[config.mk]
export PLATFORM = sky130hd
export DESIGN_NAME = legv8_multicycle_ctrl
export DESIGN_NICKNAME = d
export VERILOG_FILES = /design/src/rtl/legv8_multicycle_ctrl.sv
export SDC_FILE = /design/constraint.sdc
export NUM_CORES = 1
export LEC_CHECK = 0
export BUFFER_PORTS_ARGS = -buffer_cell sky130_fd_sc_hd__buf_4
export CAP_MARGIN = 40
export CORE_MARGIN = 4
export CORE_UTILIZATION = 51
export DETAILED_ROUTE_END_ITERATION = 6
export PLACE_DENSITY = 0.79
export SYNTH_ARGS = -nofsm -noshare
export SYNTH_HDL_FRONTEND = slang
export SYNTH_SLANG_ARGS = --single-unit
[constraint.sdc]
create_clock -name CLK -period 2.1 [get_ports CLK]
set_clock_uncertainty 0.1 [all_clocks]
set_input_delay 0.21 -clock CLK [delete_from_list [all_inputs] [get_ports CLK]]
set_output_delay 0.21 -clock CLK [all_outputs]
set_load 0.1 [all_outputs]
[src/rtl/legv8_multicycle_ctrl.sv]
// Multicycle LEGv8 control FSM: sequences FETCH/DECODE/EXEC/MEM/WB over a shared ALU, register file and memory port.
// Datapath selects follow the state plus the class latched in DECODE; data-memory states wait on MemReady.
module legv8_multicycle_ctrl #(
  parameter int CNT_W = 32
) (
  input  logic             CLK,
  input  logic             Reset,
  input  logic [10:0]      Opcode,
  input  logic             Zero,
  input  logic             MemReady,
  output logic             IRWrite,
  output logic             PCWrite,
  output logic             PCSrc,
  output logic             Reg2Loc,
  output logic             RegWrite,
  output logic             ALUSrc,
  output logic [1:0]       ALUOp,
  output logic [1:0]       SignOp,
  output logic             MemRead,
  output logic             MemWrite,
  output logic             MemtoReg,
  output logic             Illegal,
  output logic [CNT_W-1:0] InstrCount,
  output logic [3:0]       StateOut
);

  typedef enum logic [3:0] {
    FETCH    = 4'd0,
    DECODE   = 4'd1,
    EXEC_R   = 4'd2,
    EXEC_I   = 4'd3,
    MEM_ADDR = 4'd4,
    MEM_RD   = 4'd5,
    LOAD_WB  = 4'd6,
    MEM_WR   = 4'd7,
    ALU_WB   = 4'd8,
    BRANCH   = 4'd9
  } state_t;

  typedef enum logic [2:0] {
    CL_NONE = 3'd0,
    CL_R    = 3'd1,
    CL_I    = 3'd2,
    CL_LD   = 3'd3,
    CL_ST   = 3'd4,
    CL_CBZ  = 3'd5,
    CL_B    = 3'd6
  } cls_t;

  state_t state;
  cls_t   cls;
  cls_t   dec_cls;

  logic ir_wr, pc_wr, reg_wr, mem_rd, mem_wr;
  logic retire;

  function automatic cls_t classify(input logic [10:0] op);
    cls_t c;
    c = CL_NONE;
    if (op == 11'h458 || op == 11'h658 || op == 11'h450 || op == 11'h550)
      c = CL_R;
    else if (op[10:1] == 10'h244)
      c = CL_I;
    else if (op == 11'h7C2)
      c = CL_LD;
    else if (op == 11'h7C0)
      c = CL_ST;
    else if (op[10:3] == 8'hB4)
      c = CL_CBZ;
    else if (op[10:5] == 6'h05)
      c = CL_B;
    return c;
  endfunction

  always_comb dec_cls = classify(Opcode);

  // An illegal opcode advances the PC from DECODE but does not count as retired.
  assign retire = pc_wr && (state != DECODE);

  always_ff @(posedge CLK or posedge Reset) begin
    if (Reset) begin
      state      <= FETCH;
      cls        <= CL_NONE;
      Illegal    <= 1'b0;
      InstrCount <= '0;
    end else begin
      if (retire)
        InstrCount <= InstrCount + CNT_W'(1);
      case (state)
        FETCH: state <= DECODE;
        DECODE: begin
          cls <= dec_cls;
          case (dec_cls)
            CL_R:          state <= EXEC_R;
            CL_I:          state <= EXEC_I;
            CL_LD, CL_ST:  state <= MEM_ADDR;
            CL_CBZ, CL_B:  state <= BRANCH;
            default: begin
              Illegal <= 1'b1;
              state   <= FETCH;
            end
          endcase
        end
        EXEC_R, EXEC_I: state <= ALU_WB;
        ALU_WB:         state <= FETCH;
        MEM_ADDR:       state <= (cls == CL_ST) ? MEM_WR : MEM_RD;
        MEM_RD:         if (MemReady) state <= LOAD_WB;
        LOAD_WB:        state <= FETCH;
        MEM_WR:         if (MemReady) state <= FETCH;
        BRANCH:         state <= FETCH;
        default:        state <= FETCH;
      endcase
    end
  end

  always_comb begin
    ir_wr    = 1'b0;
    pc_wr    = 1'b0;
    reg_wr   = 1'b0;
    mem_rd   = 1'b0;
    mem_wr   = 1'b0;
    PCSrc    = 1'b0;
    Reg2Loc  = 1'b0;
    ALUSrc   = 1'b0;
    ALUOp    = 2'b00;
    SignOp   = 2'b00;
    MemtoReg = 1'b0;
    case (state)
      FETCH: ir_wr = 1'b1;
      DECODE: begin
        if (dec_cls == CL_NONE)
          pc_wr = 1'b1;
      end
      EXEC_R: ALUOp = 2'b10;
      EXEC_I: ALUSrc = 1'b1;
      ALU_WB: begin
        if (cls == CL_R) ALUOp = 2'b10;
        else             ALUSrc = 1'b1;
        reg_wr = 1'b1;
        pc_wr  = 1'b1;
      end
      MEM_ADDR: begin
        ALUSrc  = 1'b1;
        SignOp  = 2'b01;
        Reg2Loc = (cls == CL_ST);
      end
      MEM_RD: begin
        ALUSrc = 1'b1;
        SignOp = 2'b01;
        mem_rd = 1'b1;
      end
      LOAD_WB: begin
        MemtoReg = 1'b1;
        reg_wr   = 1'b1;
        pc_wr    = 1'b1;
      end
      MEM_WR: begin
        ALUSrc  = 1'b1;
        SignOp  = 2'b01;
        Reg2Loc = 1'b1;
        mem_wr  = 1'b1;
        pc_wr   = MemReady;
      end
      BRANCH: begin
        pc_wr = 1'b1;
        if (cls == CL_CBZ) begin
          SignOp  = 2'b11;
          Reg2Loc = 1'b1;
          ALUOp   = 2'b01;
          PCSrc   = Zero;
        end else begin
          SignOp = 2'b10;
          PCSrc  = 1'b1;
        end
      end
      default: ;
    endcase
  end

  // Enables are gated by Reset directly so an aborted memory request drops immediately.
  assign IRWrite  = ir_wr  & ~Reset;
  assign PCWrite  = pc_wr  & ~Reset;
  assign RegWrite = reg_wr & ~Reset;
  assign MemRead  = mem_rd & ~Reset;
  assign MemWrite = mem_wr & ~Reset;
  assign StateOut = state;

endmodule

==> metrics.cfg, run 1 <==
[worst_setup_path]
cp-start-kind = flip-flop
crit_required_ns = 1.79
rr_worst_depth = 7
crit_type = flip-flop to primary output
crit_path_end_kind = primary output
r2r_start = StateOut[3]
worst-path-max-fanout = 6
r2r-end = InstrCount[31]
r2r_slack_ns = 0.08
critical_path_arrival_ns = 1.82

[pwr]
power_mw = 2.68
irDropWorstVdd_mv = 0.930
p_per_area_nw_per_um2 = 812
p_leak_nw = 1.52

[clock_network]
cts_tree = done
cts_hold_buffers = 0
clock_latency_ns = 0.29
cts_buffers = 5
cts_root_buffer = clkbuf_8
clock-sinks = 40
h-tree-depth = 2
path_clk_slew_ns = 0.08
clockBufferDepth = 2

[drt]
first_iter_violations = 104
vias = 1955
vias_per_cell = 5.55
drt-wirelength-per-cell_um = 15.4
routed_wl_um = 5410
dr.pass1.iters = 4
ant_nets = 0
drc = 0

[floorplanning]
die_h_um = 73.8
die_x_um = 73.8
rows = 23
core_um2 = 4090
dieArea_um2 = 5450
num_io_pins = 65
initial_core_util_pct = 54.1

[run_status]
violations = setup timing
outcome = finished with violations

[timing]
setup_slack_ns = -0.0303
setup_violations = 2
rsz0062_at_grt = yes
hold_slack_ns = 0.0516
tightest_slew_ns = 0.515
finalHoldViolCount = 0
maxSlewViolCount = 0
slew-limit-headroom_pct = 65.4
period_share_pct = 101
max_freq_mhz = 469
fin_crit_ns = 2.13

[synth]
synth_cell_types = 41
syn_inst = 218
yosysWarningCount = 0
syn_area_per_cell_um2 = 10.1
synth-seq-area-share_pct = 45.3
syn-cell-area_um2 = 2210
synth_top_area_share_pct = 45.3
yosys-top-cells-area = dfrtp_1, xnor2_1, nor4b_4
synthesis.nets = 234
synth_seq_cells = 40
yosys.area.top_type = dfrtp_1

[placed_design]
place_inst = 340
hpwl_um = 3900
finalWeightedCongestion = 0.870
port_buffers = 64

[global_route]
grt_max_degree = 41
grt_first_pass_wirelength_um = 8560
grt_antenna_before_repair = 0
grt_usage_pct = 20.2
gr-total-overflow = 0
grt_pass1_vias = 1858

[layout]
diodes = 0
mostFrequentLayoutCells = buf_4, xnor2_1, dfrtp_2
final_common_cell = buf_4
fillers = 269
final_util_pct = 80.8
nets = 317
stdcell_count = 352
drive_above_1_share_pct = 50.7
syn_to_final_growth_pct = 49.5

[worst_hold_path]
hold_path_class = input port to asynchronous set/reset pin

[job]
maxCapViolCount = 0

## state kept, by name, indices dropped and copies added, names as in the netlist
name and flops:
InstrCount 32, StateOut 4, cls 3, Illegal 1
## synthesized netlist by cell type
cell / instances
dfrtp_1: 40
xnor2_1: 26
nor2_1: 18
nand2_1: 15
a21oi_1: 11
nand3_1: 11
and3_1: 10
nand2b_1: 8
nand4_1: 7
nor3_1: 7
xor2_1: 6
and4_1: 5
inv_1: 4
nand3b_1: 4
a211oi_1: 3
clkbuf_1: 3
nor2b_1: 3
nor3b_1: 3
nor4_1: 3
nor4b_4: 3
o21ai_0: 3
a31o_2: 2
and2_1: 2
nor4b_1: 2
o21a_1: 2
o22ai_1: 2
a32oi_4: 1
and2b_1: 1
and3b_1: 1
buf_4: 1
buf_6: 1
ha_1: 1
mux2_2: 1
mux2i_1: 1
nor3_2: 1
nor4b_2: 1
o211ai_1: 1
o2bb2ai_1: 1
or2_1: 1
or2_2: 1
or3b_1: 1
## worst max path at each step
| stage | startpoint | endpoint | slack (ns) | cells past startpoint |
|---|---|---|---|---|
| 6_report | StateOut[2] | PCWrite | -0.03 | 6 |
| 3_3_place_gp | Opcode[2] | PCWrite | 0.07 | 7 |
| 5_1_grt | StateOut[2] | PCWrite | -0.11 | 6 |
| 3_5_place_dp | Opcode[2] | PCWrite | -0.05 | 7 |
| 2_1_floorplan | StateOut[2] | RegWrite | -0.22 | 5 |
| 4_1_cts | StateOut[2] | PCWrite | -0.02 | 6 |
## through the flow
| stage | setup WS [ns] | TNS (ns) | area [um^2] |
|---|---|---|---|
| 3_3_place_gp | 0.0700 | 0 | 3050 |
| 3_5_place_dp | -0.0542 | -0.0542 | 3050 |
| 2_1_floorplan | -0.219 | -3.86 | 2470 |
| 4_1_cts | -0.0182 | -0.0297 | 3240 |
| 5_1_grt | -0.115 | -0.313 | 3300 |
| 6_report | -0.0303 | -0.0415 | 3300 |
## worst max-delay path, stage by stage, from the launching register on
cell       delay, ns
dfrtp_4         0.51
buf_6           0.15
nor3_4          0.19
o21a_1          0.17
nor2b_4         0.18
o2bb2ai_4       0.14
buf_12          0.18
## area by class of cell
class / instances / area (um^2) / area share, %
multi-input cells: 169 / 1380 / 41.7
flip-flops and latches: 40 / 1040 / 31.6
repair buffers: 81 / 692 / 20.9
clock buffers: 5 / 68.8 / 2.08
well taps: 50 / 62.6 / 1.89
clock inverters: 3 / 42.5 / 1.29
inverters: 4 / 15.0 / 0.455
## logic make-up after synthesis
group	count (synthesis)	synth area share (%)
AND/OR/NAND/NOR	108	30.2
flip-flops	40	45.3
XOR/XNOR	32	12.7
AO/OA/AOI/OAI	26	8.21
buffers and inverters	9	2.04
multiplexers	2	0.963
adder cells (fa/ha/maj)	1	0.566
## metal layers
layer / track usage (%) / up-vias / share of wire, %
li1: - / 942 / -
met1: 27.9 / 945 / 45
met2: 31.0 / 59 / 49
met3: 4.51 / 9 / 5.3
met4: 7.44 / 0 / 1.2
met5: 0 / - / 0
## power by group
part / switching (mW) / total [mW] / internal, mW
Clock: 0.266 / 0.617 / 0.351
Sequential: 0.0796 / 0.917 / 0.838
Combinational: 0.761 / 1.15 / 0.386
## timing repair
| item | 4_1_cts | 5_1_grt |
|---|---|---|
| gates resized for setup | 17 | 12 |
| setup endpoints to repair | 6 | 15 |
| buffers inserted | 1 | 3 |
| pin swaps | 1 | 2 |
| endpoints found under the hold margin | 0 | 0 |
Power figures use the tool's default switching activity.
==> run 2: changes to the inputs <==
Settings changed: CAP_MARGIN 40 to 25, CELL_PAD_IN_SITES_DETAIL_PLACEMENT set to 1, CELL_PAD_IN_SITES_GLOBAL_PLACEMENT set to 1, CORE_UTILIZATION 51 to 39, PLACE_DENSITY 0.79 to unset, PLACE_DENSITY_LB_ADDON set to 0.1.
==> run 2 against run 1 <==
- the run still ends with setup timing left
- routed wire length increased by 22%
- cell count increased by 7.7%
- clock-buffer cell count increased by 1
- sequential share of layout area decreased by 1.1 points
- critical path type unchanged
- critical endpoint unchanged
- largest cell class unchanged
==> metrics.cfg, run 2 (synthesized netlist as in run 1, its figures left out) <==
[global_route]
grt_antenna_before_repair = 0  ; unchanged
grt_first_pass_wirelength_um = 10500  ; was 8560 um
grt_usage_pct = 18.6  ; was 20.2%
grt_pass1_vias = 2087  ; was 1858
grt_max_degree = 41  ; unchanged
gr-total-overflow = 0  ; unchanged

[worst_setup_path]
cp_slowest_stage_delay_ns = 0.51  ; about the same
crit_chain = nand2b_4 > nor3_4 > o21a_1 > nor2b_4 > o2bb2ai_4 > buf_12  ; was buf_6 > nor3_4 > o21a_1 > nor2b_4 > o2bb2ai_4 > buf_12
critical_path_arrival_ns = 1.85  ; was 1.82 ns
crit_type = flip-flop to primary output  ; unchanged
cp-start-kind = flip-flop  ; unchanged
r2r_slack_ns = 0  ; was 0.08 ns
worst-path-max-fanout = 6  ; unchanged
crit_required_ns = 1.79  ; about the same
cpMaxStageDelayCell = dfrtp_4  ; unchanged
crit_path_end_kind = primary output  ; unchanged

[layout]
drive_above_1_share_pct = 51.1  ; was 50.7%
mostFrequentLayoutCells = buf_4, xnor2_1, dfrtp_2  ; unchanged
syn_to_final_growth_pct = 55.0  ; was 49.5%
top_register = InstrCount  ; unchanged
largest_reg_flops = 32  ; unchanged
final_common_cell = buf_4  ; unchanged
fillers = 586  ; was 269
stdcell_count = 379  ; was 352
seq_area_um2 = 1040  ; unchanged
diodes = 0  ; unchanged
multi_input_area_um2 = 1410  ; was 1380 um^2
nets = 322  ; was 317

[clock_network]
path_clk_slew_ns = 0.08  ; about the same
cts_root_buffer = clkbuf_8  ; unchanged
clock-sinks = 40  ; unchanged
cts_buffers = 5  ; unchanged
h-tree-depth = 2  ; unchanged
clock_latency_ns = 0.29  ; about the same
clockBufferDepth = 2  ; unchanged
cts_hold_buffers = 0  ; unchanged
cts_tree = done  ; unchanged

[timing]
hold_slack_ns = 0.0556  ; was 0.0516 ns
slew-limit-headroom_pct = 67.2  ; was 65.4%
tightest_slew_ns = 0.488  ; was 0.515 ns
setup_violations = 2  ; unchanged
max_freq_mhz = 463  ; was 469 MHz
maxSlewViolCount = 0  ; unchanged
setup_slack_ns = -0.0587  ; was -0.0303 ns
rsz0062_at_grt = yes  ; unchanged
tns_ns = -0.0593  ; was -0.0415 ns
fin_crit_ns = 2.16  ; was 2.13 ns
finalHoldViolCount = 0  ; unchanged
period_share_pct = 103  ; was 101%

[drt]
vias = 2006  ; was 1955
routed_wl_um = 6620  ; was 5410 um
ant_nets = 0  ; unchanged
vias_per_cell = 5.29  ; was 5.55
drt-wirelength-per-cell_um = 17.5  ; was 15.4 um
dr.pass1.iters = 4  ; unchanged
first_iter_violations = 88  ; was 104
drc = 0  ; unchanged

[pwr]
p_per_area_nw_per_um2 = 809  ; was 812 nW/um^2
p_leak_nw = 1.56  ; was 1.52 nW
irDropWorstVdd_mv = 0.693  ; was 0.930 mV
power_mw = 2.77  ; was 2.68 mW

[placed_design]
finalWeightedCongestion = 0.825  ; was 0.870
place_inst = 361  ; was 340
hpwl_um = 4790  ; was 3900 um
port_buffers = 64  ; unchanged

[floorplanning]
rows = 27  ; was 23
die_h_um = 83.3  ; was 73.8 um
num_io_pins = 65  ; unchanged
core_um2 = 5510  ; was 4090 um^2
dieArea_um2 = 6930  ; was 5450 um^2
initial_core_util_pct = 40.1  ; was 54.1%
die_x_um = 83.3  ; was 73.8 um

[job]
maxCapViolCount = 0  ; unchanged

[run_status]
outcome = finished with violations  ; unchanged
violations = setup timing  ; unchanged

[worst_hold_path]
hold_path_class = input port to asynchronous set/reset pin  ; unchanged

run 2: changes by cell type in the layout (fill, tap and decap cells not counted), moves of 2 or more:
| cell | before | now |
|---|---|---|
| nand2b_4 | 1 | 3 |
| buf_12 | 4 | 7 |
| nor2_4 | 1 | 3 |
| buf_4 | 71 | 74 |
| nand2b_2 | 2 | 0 |
| buf_8 | 3 | 1 |
run 2: path summary, 6_finish.rpt:
kind,startpoint,endpoint,depth (start not counted)
worst max-delay path,StateOut[1],PCWrite,6
min in group CLK,Opcode[2],StateOut[0],4
max in group asynchronous,Reset,StateOut[1],3
worst min register to register,InstrCount[13],InstrCount[13],1
worst max register to register,StateOut[1],InstrCount[31],8
worst min-delay path,Reset,InstrCount[28],3
run 2: critical path: cells and delay by family (launching register included):
kind,cells,cell delay (ns)
and+or+nand+nor,3,0.53
DFF,1,0.51
AOI/OAI and AO/OA,2,0.32
buffers and inverters,1,0.19
run 2: layout make-up:
| cell class | count | share of cell area, % |
|---|---|---|
| flip-flops and latches | 40 | 30.5 |
| clock inverters | 2 | 1.02 |
| well taps | 72 | 2.63 |
| inverters | 4 | 0.438 |
| repair buffers | 86 | 22.1 |
| clock buffers | 6 | 2.12 |
| multi-input cells | 169 | 41.2 |
run 2: metrics by stage:
stage                     util, %  area, um^2  setup WS, ns
after global routing         62.2        3430        -0.155
final                        62.2        3430       -0.0587
after CTS                    59.4        3270       -0.0965
after global placement       55.9        3080        0.0291
after detailed placement     55.9        3080       0.00746
after floorplan                 -        2470        -0.219
run 2: metal layers:
layer	wire length [um]	up-vias	global-route usage, %
li1	-	954	-
met1	2910	982	24.3
met2	3270	57	30.9
met3	299	13	3.57
met4	138	0	6.24
met5	0	-	0
run 2: what timing repair did:
| action | 4_1_cts | 5_1_grt |
|---|---|---|
| pin swaps | 1 | 5 |
| buffers inserted | 0 | 10 |
| resized for setup | 21 | 17 |
| setup endpoints to repair | 8 | 10 |
run 2: report_power, final:
| part | leakage (nW) | internal (mW) | switching [mW] | total [mW] |
|---|---|---|---|---|
| registers | 0.496 | 0.837 | 0.0936 | 0.931 |
| logic | 1.01 | 0.430 | 0.786 | 1.22 |
| clock network | 0.0552 | 0.353 | 0.273 | 0.626 |
